File: src/rtl/fetch_if.sv
// Fetch-stage bus: control from the hazard unit, the PC/instruction pair to the memory, and the IF/ID register to decode.
// The fetch_cnt/stall_cnt members exist only when FETCH_PERF_CNT_EN is defined.
interface fetch_if;
    logic        stall;
    logic        flush;
    logic        branch_taken;
    logic [31:0] branch_target;
    logic        jump;
    logic [31:0] jump_target;
    logic [31:0] pc;
    logic [31:0] inst_in;
    logic [31:0] ifid_inst;
    logic [31:0] ifid_pc4;
    logic        ifid_valid;
    logic        halted;
    logic        fault;
    logic [1:0]  state_dbg;
`ifdef FETCH_PERF_CNT_EN
    logic [31:0] fetch_cnt;
    logic [15:0] stall_cnt;
`endif

    // Handshake: ifid_valid qualifies ifid_inst/ifid_pc4 every cycle; stall is the
    // consumer's backpressure and, while it wins priority, freezes pc and the whole IF/ID
    // register so a valid word stays presented until a non-stalled edge accepts it.
    // inst_in has no handshake: the memory answers combinationally for the current pc.
    modport master (
`ifdef FETCH_PERF_CNT_EN
        output fetch_cnt, output stall_cnt,
`endif
        input  stall, input flush, input branch_taken, input branch_target,
        input  jump, input jump_target, input inst_in,
        output pc, output ifid_inst, output ifid_pc4, output ifid_valid,
        output halted, output fault, output state_dbg
    );

    modport slave (
`ifdef FETCH_PERF_CNT_EN
        input  fetch_cnt, input stall_cnt,
`endif
        output stall, output flush, output branch_taken, output branch_target,
        output jump, output jump_target, output inst_in,
        input  pc, input ifid_inst, input ifid_pc4, input ifid_valid,
        input  halted, input fault, input state_dbg
    );
endinterface

File: src/rtl/fetch_unit.sv
// MIPS instruction-fetch stage: PC register, IF/ID register, redirect/stall/flush handling, halt and misalignment trap.
// Define FETCH_PERF_CNT_EN to add the fetch_cnt / stall_cnt performance counters.
module fetch_unit #(
    parameter logic [31:0] RESET_PC  = 32'h0000_0000,
    parameter logic [31:0] HALT_WORD = 32'hFFFF_FFFF
) (
    input  logic     clk,
    input  logic     rst_n,
    fetch_if.master  bus
);
    typedef enum logic [1:0] {
        BOOT  = 2'd0,
        RUN   = 2'd1,
        HALT  = 2'd2,
        FAULT = 2'd3
    } state_t;

    state_t      state_q, state_next;
    logic        boot_armed_q;
    logic [31:0] pc_q, pc_next;
    logic [31:0] inst_q, inst_next;
    logic [31:0] pc4_q, pc4_next;
    logic        valid_q, valid_next;

    logic        redirect;
    logic [31:0] target;
    logic        target_misaligned;
    logic [31:0] pc_plus4;

    assign redirect          = bus.branch_taken | bus.jump;
    assign target            = bus.branch_taken ? bus.branch_target : bus.jump_target;
    assign target_misaligned = |target[1:0];
    assign pc_plus4          = pc_q + 32'd4;

    // The first edge after reset release only arms BOOT, so BOOT spans one full clock cycle.
    always_ff @(posedge clk or negedge rst_n) begin
        if (!rst_n) begin
            state_q      <= BOOT;
            boot_armed_q <= 1'b0;
        end else begin
            state_q      <= state_next;
            boot_armed_q <= 1'b1;
        end
    end

    always_comb begin
        state_next = state_q;
        pc_next    = pc_q;
        inst_next  = inst_q;
        pc4_next   = pc4_q;
        valid_next = valid_q;
        case (state_q)
            BOOT: begin
                valid_next = 1'b0;
                if (boot_armed_q) state_next = RUN;
            end
            RUN: begin
                if (redirect) begin
                    valid_next = 1'b0;
                    if (target_misaligned) state_next = FAULT;
                    else                   pc_next    = target;
                end else if (bus.flush) begin
                    valid_next = 1'b0;
                    pc_next    = pc_plus4;
                end else if (!bus.stall) begin
                    inst_next  = bus.inst_in;
                    pc4_next   = pc_plus4;
                    valid_next = 1'b1;
                    if (bus.inst_in == HALT_WORD) state_next = HALT;
                    else                          pc_next    = pc_plus4;
                end
            end
            HALT: begin
                valid_next = 1'b0;
                if (redirect) begin
                    if (target_misaligned) begin
                        state_next = FAULT;
                    end else begin
                        pc_next    = target;
                        state_next = RUN;
                    end
                end
            end
            default: begin
                valid_next = 1'b0;
            end
        endcase
    end

    always_comb begin
        bus.halted    = (state_q == HALT);
        bus.fault     = (state_q == FAULT);
        bus.state_dbg = state_q;
    end

    always_ff @(posedge clk or negedge rst_n) begin
        if (!rst_n) begin
            pc_q    <= RESET_PC;
            inst_q  <= 32'h0;
            pc4_q   <= 32'h0;
            valid_q <= 1'b0;
        end else begin
            pc_q    <= pc_next;
            inst_q  <= inst_next;
            pc4_q   <= pc4_next;
            valid_q <= valid_next;
        end
    end

    assign bus.pc         = pc_q;
    assign bus.ifid_inst  = inst_q;
    assign bus.ifid_pc4   = pc4_q;
    assign bus.ifid_valid = valid_q;

`ifdef FETCH_PERF_CNT_EN
    logic        fetch_evt;
    logic        stall_evt;
    logic [31:0] fetch_cnt_q;
    logic [15:0] stall_cnt_q;

    assign fetch_evt = (state_q == RUN) & ~redirect & ~bus.flush & ~bus.stall;
    assign stall_evt = (state_q == RUN) & ~redirect & ~bus.flush &  bus.stall;

    always_ff @(posedge clk or negedge rst_n) begin
        if (!rst_n) begin
            fetch_cnt_q <= 32'h0;
            stall_cnt_q <= 16'h0;
        end else begin
            if (fetch_evt) fetch_cnt_q <= fetch_cnt_q + 32'd1;
            if (stall_evt && (stall_cnt_q != 16'hFFFF)) stall_cnt_q <= stall_cnt_q + 16'd1;
        end
    end

    assign bus.fetch_cnt = fetch_cnt_q;
    assign bus.stall_cnt = stall_cnt_q;
`endif
endmodule

File: src/flat_wrapper.sv
// flat-port wrapper written by rule: the top's interface ports become plain ports
module fetch_unit_flat 
#(
    parameter logic [31:0] RESET_PC  = 32'h0000_0000,
    parameter logic [31:0] HALT_WORD = 32'hFFFF_FFFF
)
  (clk, rst_n, bus_stall, bus_flush, bus_branch_taken, bus_branch_target, bus_jump, bus_jump_target, bus_inst_in, bus_pc, bus_ifid_inst, bus_ifid_pc4, bus_ifid_valid, bus_halted, bus_fault, bus_state_dbg);
  fetch_if bus_i ();
  input  logic clk;
  input  logic rst_n;
  input wire logic [$bits(bus_i.stall)-1:0] bus_stall;
  input wire logic [$bits(bus_i.flush)-1:0] bus_flush;
  input wire logic [$bits(bus_i.branch_taken)-1:0] bus_branch_taken;
  input wire logic [$bits(bus_i.branch_target)-1:0] bus_branch_target;
  input wire logic [$bits(bus_i.jump)-1:0] bus_jump;
  input wire logic [$bits(bus_i.jump_target)-1:0] bus_jump_target;
  input wire logic [$bits(bus_i.inst_in)-1:0] bus_inst_in;
  output wire logic [$bits(bus_i.pc)-1:0] bus_pc;
  output wire logic [$bits(bus_i.ifid_inst)-1:0] bus_ifid_inst;
  output wire logic [$bits(bus_i.ifid_pc4)-1:0] bus_ifid_pc4;
  output wire logic [$bits(bus_i.ifid_valid)-1:0] bus_ifid_valid;
  output wire logic [$bits(bus_i.halted)-1:0] bus_halted;
  output wire logic [$bits(bus_i.fault)-1:0] bus_fault;
  output wire logic [$bits(bus_i.state_dbg)-1:0] bus_state_dbg;
  assign bus_i.stall = bus_stall;
  assign bus_i.flush = bus_flush;
  assign bus_i.branch_taken = bus_branch_taken;
  assign bus_i.branch_target = bus_branch_target;
  assign bus_i.jump = bus_jump;
  assign bus_i.jump_target = bus_jump_target;
  assign bus_i.inst_in = bus_inst_in;
  assign bus_pc = bus_i.pc;
  assign bus_ifid_inst = bus_i.ifid_inst;
  assign bus_ifid_pc4 = bus_i.ifid_pc4;
  assign bus_ifid_valid = bus_i.ifid_valid;
  assign bus_halted = bus_i.halted;
  assign bus_fault = bus_i.fault;
  assign bus_state_dbg = bus_i.state_dbg;
  fetch_unit #(.RESET_PC(RESET_PC), .HALT_WORD(HALT_WORD)) u_core (.clk(clk), .rst_n(rst_n), .bus(bus_i));
endmodule
File: config.mk
export PLATFORM = sky130hd
export DESIGN_NAME = fetch_unit_flat
export DESIGN_NICKNAME = d
export VERILOG_FILES = /design/src/rtl/fetch_if.sv /design/src/rtl/fetch_unit.sv /design/src/flat_wrapper.sv
export SDC_FILE = /design/constraint.sdc
export NUM_CORES = 1
export LEC_CHECK = 0
export ABC_CLOCK_PERIOD_IN_PS = 2350
export CAP_MARGIN = 25
export CORE_MARGIN = 4
export CORE_UTILIZATION = 30
export CTS_CLUSTER_DIAMETER = 150
export DETAILED_ROUTE_END_ITERATION = 7
export PLACE_DENSITY = 0.7
export SLEW_MARGIN = 40
export SYNTH_ARGS = -nofsm -noshare
export SYNTH_HDL_FRONTEND = slang
export SYNTH_SLANG_ARGS = --single-unit
File: constraint.sdc
create_clock -name clk -period 2.35 [get_ports clk]
set_input_delay 0.3525 -clock clk [delete_from_list [all_inputs] [get_ports clk]]
set_output_delay 0.3525 -clock clk [all_outputs]
set_load 0.03 [all_outputs]
==> results_dict.tcl, run 1 <==
set metrics [dict create \
    outcome "finished, final reports clean" \
    final_cells 992 \
    cp_max_fo 3 \
    synth.largest_area_cell "dfrtp_1" \
    cpLargestDelayFamily "simple AND/OR/NAND/NOR gates" \
    synthToLayoutAreaGrowth_pct 55.5 \
    dieArea_um2 19900 \
    synthTopCellsByArea "dfrtp_1, mux2_2, a21oi_1" \
    ys.flop_type "dfrtp_1" \
    overflow 0 \
    final_antenna_net_count 0 \
    synthCells 529 \
    synth.avg_cell_area_um2 10.0 \
    worstPathRequired_ps 2580 \
    hold_ws_ps 52.1 \
    post-route-period-util 0.942 \
    post_cts_buffers 0 \
    path_clk_slew_ps 70 \
    fill_cells 1662 \
    r2r-end "u_core.bus.pc[30]" \
    grt.total_usage 0.171 \
    syn_area_um2 5300 \
    hold_viol 0 \
    ys_seq_elements 100 \
    drc 0 \
    critPathSlowestCell "or4_4" \
    synth_top_area_frac 0.472 \
    cts_inserted_buffers 9 \
    antenna_found_initial 0 \
    start_util 0.306 \
    timing.critical_path.buf_inv 0 \
    cts_root_buffer "clkbuf_16" \
    fmax_mhz 452 \
    syn_nets 636 \
    antennaDiodeCount 0 \
    numClockSinks 100 \
    grt_max_degree 51 \
    worstPathArrival_ps 2440 \
    crit_chain "ha_4 > nand3_1 > or4_4 > or3_4 > nor2_4 > a31oi_1 > o22a_1" \
    maxCapViolCount 0 \
    ys_seq_area_frac 0.472 \
    io_buffers 202 \
    hpwl_um 13200 \
    rsz0062_at_grt "no" \
    fin_tns_setup_ps 0 \
    dr.first_iter.drc_count 355 \
    tightest_slew_ps 675 \
    vias 4922 \
    h-tree-depth 3 \
    pre_cts_slack_ps -202 \
    ir_drop_mv 0.282 \
    drt-pass1-iter-count 5 \
    final_max_slew_viol_count 0 \
    cpPeakStageDelay_ps 580 \
    yosys.cell_types.count 59 \
    r2r-start "u_core.bus.pc[3]" \
    final_nets 869 \
    power.total_mw 3.59 \
    via_per_inst 4.96 \
    cts_tree "built" \
    p_leak_nw 3.44 \
    relSlewSlack 0.550 \
    pin_count 203 \
    finClkSkew_ps 9.57 \
    grt_pass1_vias 5026 \
    ff2ff_path_depth 7 \
    synth-edff-count 0 \
    final_cell_mix "clkdlybuf4s50_1, dfrtp_1, nor2_1" \
    die_w_um 141 \
    power_density_nw_per_um2 435 \
    hp-class "in -> async" \
    die_h_um 141 \
    dp_cells 976 \
    startpoint_type "flip-flop" \
    crit_type "reg -> reg" \
    grt_pass1_wl_um 27100 \
    rows 48 \
    wl_per_cell_um 17.2 \
    drive_above_1_share 0.175 \
    clockBufferDepth 2 \
    min_period_ps 2210 \
    final_common_cell "clkdlybuf4s50_1" \
    synth_warnings 0 \
    fp.coreArea_um2 17300 \
    end_kind "flip-flop" \
    layout_setup_ws_ps 136 \
    rrSetupSlack_ps 140 \
    gp_congestion 0.770 \
    worstSetupStartpoint "u_core.bus.pc[3]" \
    routed_wl_um 17000 \
    async_reset_ff_frac 1.00 \
    setup_viol 0 \
    clock_latency_ps 340 \
]
[how the worst max path moves through the flow]
| stage | cells past startpoint | endpoint | slack, ps |
|---|---|---|---|
| 5_1_grt | 9 | u_core.bus.state_dbg[0] | 3 |
| 3_5_place_dp | 9 | u_core.bus.pc[12] | -200 |
| 3_3_place_gp | 9 | u_core.bus.pc[12] | -270 |
| 2_1_floorplan | 8 | u_core.bus.pc[30] | -20 |
| 4_1_cts | 8 | u_core.bus.pc[31] | 20 |
| 6_report | 7 | u_core.bus.pc[30] | 140 |
[final cells by class]
type / count / area (um2) / area share
Multi-Input combinational cell: 380 / 2620 / 0.318
Tap cell: 225 / 282 / 0.0342
Sequential cell: 100 / 2510 / 0.304
Inverter: 14 / 52.6 / 0.00638
Timing Repair Buffer: 257 / 2480 / 0.301
Clock inverter: 4 / 50.0 / 0.00607
Clock buffer: 12 / 246 / 0.0299
[logic make-up (layout without fill, tap and decap cells)]
family | count (synthesis) | in the layout | synth area share
buffers and inverters | 49 | 287 | 0.0399
AOI/OAI and AO/OA | 132 | 132 | 0.163
muxes | 60 | 60 | 0.123
xor gates and xnor gates | 28 | 28 | 0.0463
other | 1 | 1 | 0.000708
DFF | 100 | 100 | 0.472
adders and majority gates | 5 | 5 | 0.0118
and+or+nand+nor | 154 | 154 | 0.143
[per-stage QoR]
stage	utilization	area, um2
floorplan	-	5320
global placement	0.459	7930
detailed placement	0.459	7930
CTS	0.476	8230
global route	0.476	8240
finish	0.476	8240
[where the power goes]
part / internal [mW] / switching, mW / leakage, nW / total [mW]
Clock: 0.855 / 0.656 / 0.139 / 1.51
Sequential: 1.72 / 0.000206 / 1.34 / 1.72
Combinational: 0.209 / 0.147 / 1.96 / 0.356
Total: 2.78 / 0.803 / 3.44 / 3.59
[sequential cells by signal (all words and copies together) (netlist names)]
signal	flops
u_core.bus.pc	32
u_core.bus.state_dbg	2
u_core.bus.ifid_pc4	32
u_core.bus.ifid_valid	1
u_core.bus.ifid_inst	32
u_core.boot_armed_q	1
[layer usage]
| layer | track usage | wire [um] | vias up |
|---|---|---|---|
| met5 | 0 | 0 | - |
| met4 | 0.0275 | 104 | 0 |
| met3 | 0.0607 | 1530 | 9 |
| met2 | 0.278 | 8010 | 182 |
| met1 | 0.223 | 7400 | 2358 |
| li1 | - | - | 2373 |
[what timing repair did]
item | CTS | global route
hold buffers | 0 | 0
setup endpoints to repair | 0 | 3
resized for setup | 0 | 3
[cell usage after synthesis (all sizes together), types with 10 or more instances]
library cell and number:
o22ai 10, mux2 41, a211oi 11, dfrtp 100, nand4 12, nor3 13, nand2 26, inv 14
mux2i 19, a21oi 48, xnor2 23, nand3 12, nor2 57, buf 17, o21ai 22, clkbuf 18
[worst reg2reg max path, delay by kind of cell, from the launching register on]
| family | cells | cell delay [ps] |
|---|---|---|
| DFF | 1 | 390 |
| AOI/OAI and AO/OA | 2 | 290 |
| adders and majority gates | 1 | 140 |
| and+or+nand+nor | 4 | 1290 |
Note: power is estimated with default switching activity, not from simulation.
==> run 2: changes to the inputs <==
--- a/config.mk
+++ b/config.mk
@@ -5,13 +5,14 @@
 export SDC_FILE = /design/constraint.sdc
 export NUM_CORES = 1
 export LEC_CHECK = 0
+export ABC_AREA = 1
 export ABC_CLOCK_PERIOD_IN_PS = 2350
 export CAP_MARGIN = 25
 export CORE_MARGIN = 4
 export CORE_UTILIZATION = 30
 export CTS_CLUSTER_DIAMETER = 150
 export DETAILED_ROUTE_END_ITERATION = 7
-export PLACE_DENSITY = 0.7
+export PLACE_DENSITY = 0.68
 export SLEW_MARGIN = 40
 export SYNTH_ARGS = -nofsm -noshare
 export SYNTH_HDL_FRONTEND = slang
==> results_dict.tcl, run 2 <==
set metrics [dict create \
    fmax_mhz 492 \
    syn_area_um2 6100 \
    routed_wl_um 20600 \
    power_density_nw_per_um2 1200 \
    yosysMostFrequentCell "nand2_1" \
    final_cell_mix "nand2_1, clkdlybuf4s50_1, dfrtp_1" \
    synth_top_area_frac 0.410 \
    final_antenna_net_count 0 \
    numClockSinks 100 \
    gp_congestion 0.906 \
    rsz0062_at_grt "no" \
    outcome "finished, final reports clean" \
    drive_above_1_share 0.0568 \
    syn_nets 1046 \
    post-route-period-util 0.864 \
    fill_cells 2054 \
    finClkSkew_ps 9.02 \
    path_clk_slew_ps 80 \
    yosys.cell_types.count 31 \
    synth-edff-count 0 \
    ys_seq_area_frac 0.410 \
    final_max_slew_viol_count 0 \
    cts_tree "built" \
    power.total_mw 10.5 \
    synthToLayoutAreaGrowth_pct 43.3 \
    post_cts_buffers 0 \
    dieArea_um2 22700 \
    drt-pass1-iter-count 5 \
    hpwl_um 15800 \
    pin_count 203 \
    hold_ws_ps 445 \
    worstPathArrival_ps 2290 \
    cp_max_fo 17 \
    fp.coreArea_um2 19700 \
    via_per_inst 4.58 \
    h-tree-depth 3 \
    synthTopCellsByArea "dfrtp_1, nand2_1, nor2_1" \
    ys.flop_type "dfrtp_1" \
    hp-class "in -> async" \
    setup_viol 0 \
    final_nets 1246 \
    grt_max_degree 78 \
    synth_warnings 0 \
    p_leak_nw 4.33 \
    worstPathRequired_ps 2610 \
    die_h_um 151 \
    synthCells 939 \
    antennaDiodeCount 0 \
    wl_per_cell_um 14.6 \
    ir_drop_mv 0.448 \
    rows 51 \
    overflow 0 \
    clockBufferDepth 2 \
    synth.avg_cell_area_um2 6.50 \
    synth.largest_area_cell "dfrtp_1" \
    async_reset_ff_frac 1.00 \
    dr.first_iter.drc_count 456 \
    antenna_found_initial 0 \
    crit_type "reg -> reg" \
    hold_viol 0 \
    grt_pass1_vias 6240 \
    yosys-top-cells-count "nand2_1, dfrtp_1, nor2_1, inv_1, nand3_1" \
    final_util 0.443 \
    die_w_um 151 \
    ys_seq_elements 100 \
    min_period_ps 2030 \
    maxCapViolCount 0 \
    start_util 0.309 \
    vias 6447 \
    grt.total_usage 0.181 \
    clock_latency_ps 360 \
    end_kind "flip-flop" \
    final_common_cell "nand2_1" \
    cts_inserted_buffers 9 \
    grt_pass1_wl_um 32400 \
    cts_root_buffer "clkbuf_16" \
    dp_cells 1392 \
    drc 0 \
    io_buffers 202 \
    fin_tns_setup_ps 0 \
    startpoint_type "flip-flop" \
    final_cells 1409 \
]
## run 2: changes by cell type in the layout (fill, tap and decap cells not counted), sizes merged, moves of 41 or more
cell / previous run / this run
a21oi: 48 / 6
inv: 14 / 74
mux2: 41 / 0
nand2: 26 / 498
nand3: 12 / 57
nor2: 57 / 104
## run 2: routing by layer
layer | global-route usage | vias up | wire length [um]
li1 | - | 3294 | -
met2 | 0.298 | 218 | 9390
met1 | 0.238 | 2913 | 9240
met5 | 0 | - | 0
met3 | 0.0503 | 22 | 1700
met4 | 0.0408 | 0 | 286
## run 2: repair_timing
action,in CTS,in global routing
endpoints found under the hold margin,25,0
hold buffers,1,0
gates resized for setup,0,1
setup endpoints to repair,0,47
## run 2: report_power, final
| group | internal [mW] | switching (mW) | total, mW |
|---|---|---|---|
| Clock | 0.741 | 0.739 | 1.48 |
| Combinational | 2.26 | 3.60 | 5.86 |
| Sequential | 2.48 | 0.678 | 3.16 |
## run 2: worst paths after layout
check	start	cells past startpoint	slack [ps]	end
hold / removal	rst_n	2	450	u_core.bus.ifid_inst[24]
min in group clk	u_core.bus.ifid_inst[0]	2	470	u_core.bus.ifid_inst[0]
setup / recovery	u_core.bus.state_dbg[0]	10	320	u_core.bus.pc[26]
max in group asynchronous	rst_n	3	1270	u_core.bus.ifid_pc4[16]
hold reg to reg	u_core.bus.ifid_inst[0]	2	470	u_core.bus.ifid_inst[0]
setup reg to reg	u_core.bus.state_dbg[0]	10	320	u_core.bus.pc[26]
## run 2: cell families after synthesis
family | count (synthesis) | share of synthesized area
compound gates | 52 | 0.0467
simple gates | 669 | 0.444
fa+ha+maj | 5 | 0.0103
flops | 100 | 0.410
other cells | 1 | 0.000615
buf+inv | 107 | 0.0808
xor+xnor | 5 | 0.00718
## run 2: critical path, stage by stage, from the launching register on
cell and delay, ps:
dfrtp_1 420, inv_1 90, ha_1 280, buf_4 190
a21oi_2 190, inv_1 70, a21oi_2 190, buf_4 300
nand2_1 90, nand2_1 70, inv_1 40
## run 2: area by class of cell
type                       count  area (um2)  area share
inverter                      70         268      0.0306
multi-input combinational    732        3110       0.356
clock inverter                 6        53.8     0.00615
timing repair buffer         226        2250       0.257
tap                          265         332      0.0379
clock buffer                  10         229      0.0262
sequential                   100        2500       0.286
## run 2: metrics by stage
stage | instance area [um2] | setup slack, ps
global placement | 8450 | 89.2
detailed placement | 8450 | 39.4
finish | 8740 | 319
global route | 8740 | 129
floorplan | 6100 | 181
CTS | 8740 | 290
==> run 3: changes to the inputs <==
--- a/config.mk
+++ b/config.mk
@@ -8,6 +8,7 @@
 export ABC_AREA = 1
 export ABC_CLOCK_PERIOD_IN_PS = 2350
 export CAP_MARGIN = 25
+export CORE_ASPECT_RATIO = 1.75
 export CORE_MARGIN = 4
 export CORE_UTILIZATION = 30
 export CTS_CLUSTER_DIAMETER = 150
==> results_dict.tcl, run 3 (synthesis results as in run 2) <==
set metrics [dict create \
    setup_viol 0 \
    outcome "finished, final reports clean" \
    final_max_slew_viol_count 0 \
    min_period_ps 2110 \
    switching_share 0.481 \
    tightest_slew_ps 612 \
    power_density_nw_per_um2 1210 \
    fmax_mhz 474 \
    rows 68 \
    die_w_um 116 \
    post-route-period-util 0.898 \
    relSlewSlack 0.592 \
    antennaDiodeCount 0 \
    startpoint_type "flip-flop" \
    drive_above_1_share 0.0569 \
    drc 0 \
    pin_count 203 \
    routed_wl_um 21900 \
    grt.total_usage 0.191 \
    seq_power_share 0.298 \
    p_switching_mw 5.07 \
    hpwl_um 17200 \
    dieArea_um2 22800 \
    numClockSinks 100 \
    critPathSlowestCell "dfrtp_1" \
    fin_tns_setup_ps 0 \
    grt_pass1_vias 6468 \
    die_h_um 197 \
    rsz0062_at_grt "no" \
    path_clk_slew_ps 80 \
    crit_chain "inv_1 > ha_1 > nor2_1 > a21oi_2 > inv_1 > a21oi_2 > buf_4 > nand2_1 > nand2_1 > inv_1" \
    maxCapViolCount 0 \
    synthToLayoutAreaGrowth_pct 43.0 \
    cts_inserted_buffers 9 \
    final_nets 1244 \
    final_antenna_net_count 0 \
    hp-class "in -> async" \
    p_comb_frac 0.563 \
    p_leak_nw 4.33 \
    start_util 0.306 \
    cpPeakStageDelay_ps 440 \
    hold_viol 0 \
    fp.coreArea_um2 19900 \
    clock_latency_ps 360 \
    worstPathArrival_ps 2360 \
    overflow 0 \
    dr.first_iter.drc_count 454 \
    ir_drop_mv 0.579 \
    h-tree-depth 3 \
    hold_ws_ps 0.192 \
    vias 6500 \
    grt_max_degree 58 \
    cts_root_buffer "clkbuf_16" \
    cp_max_fo 17 \
    worstPathRequired_ps 2600 \
    crit_type "reg -> reg" \
    finClkSkew_ps 11.1 \
    layout_setup_ws_ps 239 \
    drt-pass1-iter-count 5 \
    io_buffers 202 \
    end_kind "flip-flop" \
    final_common_cell "nand2_1" \
    p_int_mw 5.47 \
    via_per_inst 4.69 \
    crit_top_cell "inv_1" \
    antenna_found_initial 0 \
    clockBufferDepth 2 \
    gp_congestion 0.931 \
    grt_pass1_wl_um 33800 \
    p_clk_frac 0.139 \
    cts_tree "built" \
    post_cts_buffers 0 \
    wl_per_cell_um 15.8 \
    final_cell_mix "nand2_1, clkdlybuf4s50_1, dfrtp_1" \
    pre_cts_slack_ps 18.6 \
]
-- run 3: changes by cell type in the layout (fill, tap and decap cells not counted) --
cell / before / now
buf_4: 21 / 18
clkinv_2: 0 / 1
dlygate4sd3_1: 1 / 0
clkinvlp_4: 1 / 2
clkinv_4: 1 / 0
clkbuf_1: 1 / 0
buf_12: 4 / 6
-- run 3: metal layers --
layer	routed length [um]	track usage	share of wire
met5	0	0	0
met4	891	0.0830	0.041
met3	885	0.0276	0.040
met2	12000	0.362	0.55
met1	8120	0.202	0.37
-- run 3: area by class of cell --
class                           count  area [um2]
Sequential cell                   100        2500
Inverter                           70         268
Tap cell                          245         307
Fill cell                        2088       11200
Timing Repair Buffer              224        2260
Clock buffer                        9         225
Multi-Input combinational cell    732        3110
Clock inverter                      7        57.6
-- run 3: final timing paths --
path | slack, ps | to | startpoint | cells after the start
max | 240 | u_core.bus.pc[21] | u_core.bus.state_dbg[0] | 10
min | 0.2 | u_core.bus.ifid_inst[1] | rst_n | 1
max reg2reg | 240 | u_core.bus.pc[21] | u_core.bus.state_dbg[0] | 10
min reg2reg | 470 | u_core.bus.ifid_inst[26] | u_core.bus.ifid_inst[26] | 2
max in group asynchronous | 1730 | u_core.bus.state_dbg[0] | rst_n | 2
min in group clk | 470 | u_core.bus.ifid_inst[26] | u_core.bus.ifid_inst[26] | 2
-- run 3: power by group through the flow --
| stage | sequential [mW] | combinational (mW) | clock (mW) |
|---|---|---|---|
| after CTS | 3.14 | 6.00 | 1.50 |
| after global routing | 3.24 | 6.43 | 1.56 |
| final | 3.14 | 5.94 | 1.47 |
| after detailed placement | 3.16 | 5.98 | 0 |
| after floorplan | 4.52 | 1.97 | 0 |
| after global placement | 3.16 | 5.90 | 0 |
-- run 3: metrics by stage --
step	util	power, mW	instance area [um2]	std cells
3_5_place_dp	0.424	9.14	8440	1371
3_3_place_gp	0.424	9.06	8440	1371
4_1_cts	0.438	10.6	8720	1387
6_report	0.438	10.5	8730	1387
5_1_grt	0.438	11.2	8730	1387
2_1_floorplan	-	6.49	6100	939
-- run 3: critical path: cells and delay by family (launching register included) --
family | cells | cell delay, ps
flip-flops | 1 | 440
buffers and inverters | 4 | 500
AO/OA/AOI/OAI | 2 | 410
AND/OR/NAND/NOR | 3 | 280
adder cells (fa/ha/maj) | 1 | 380
-- run 3: what timing repair did --
| action | 4_1_cts | 5_1_grt |
|---|---|---|
| gates resized for setup | 0 | 1 |
| endpoints found under the setup margin | 0 | 42 |
| hold buffers | 0 | 0 |
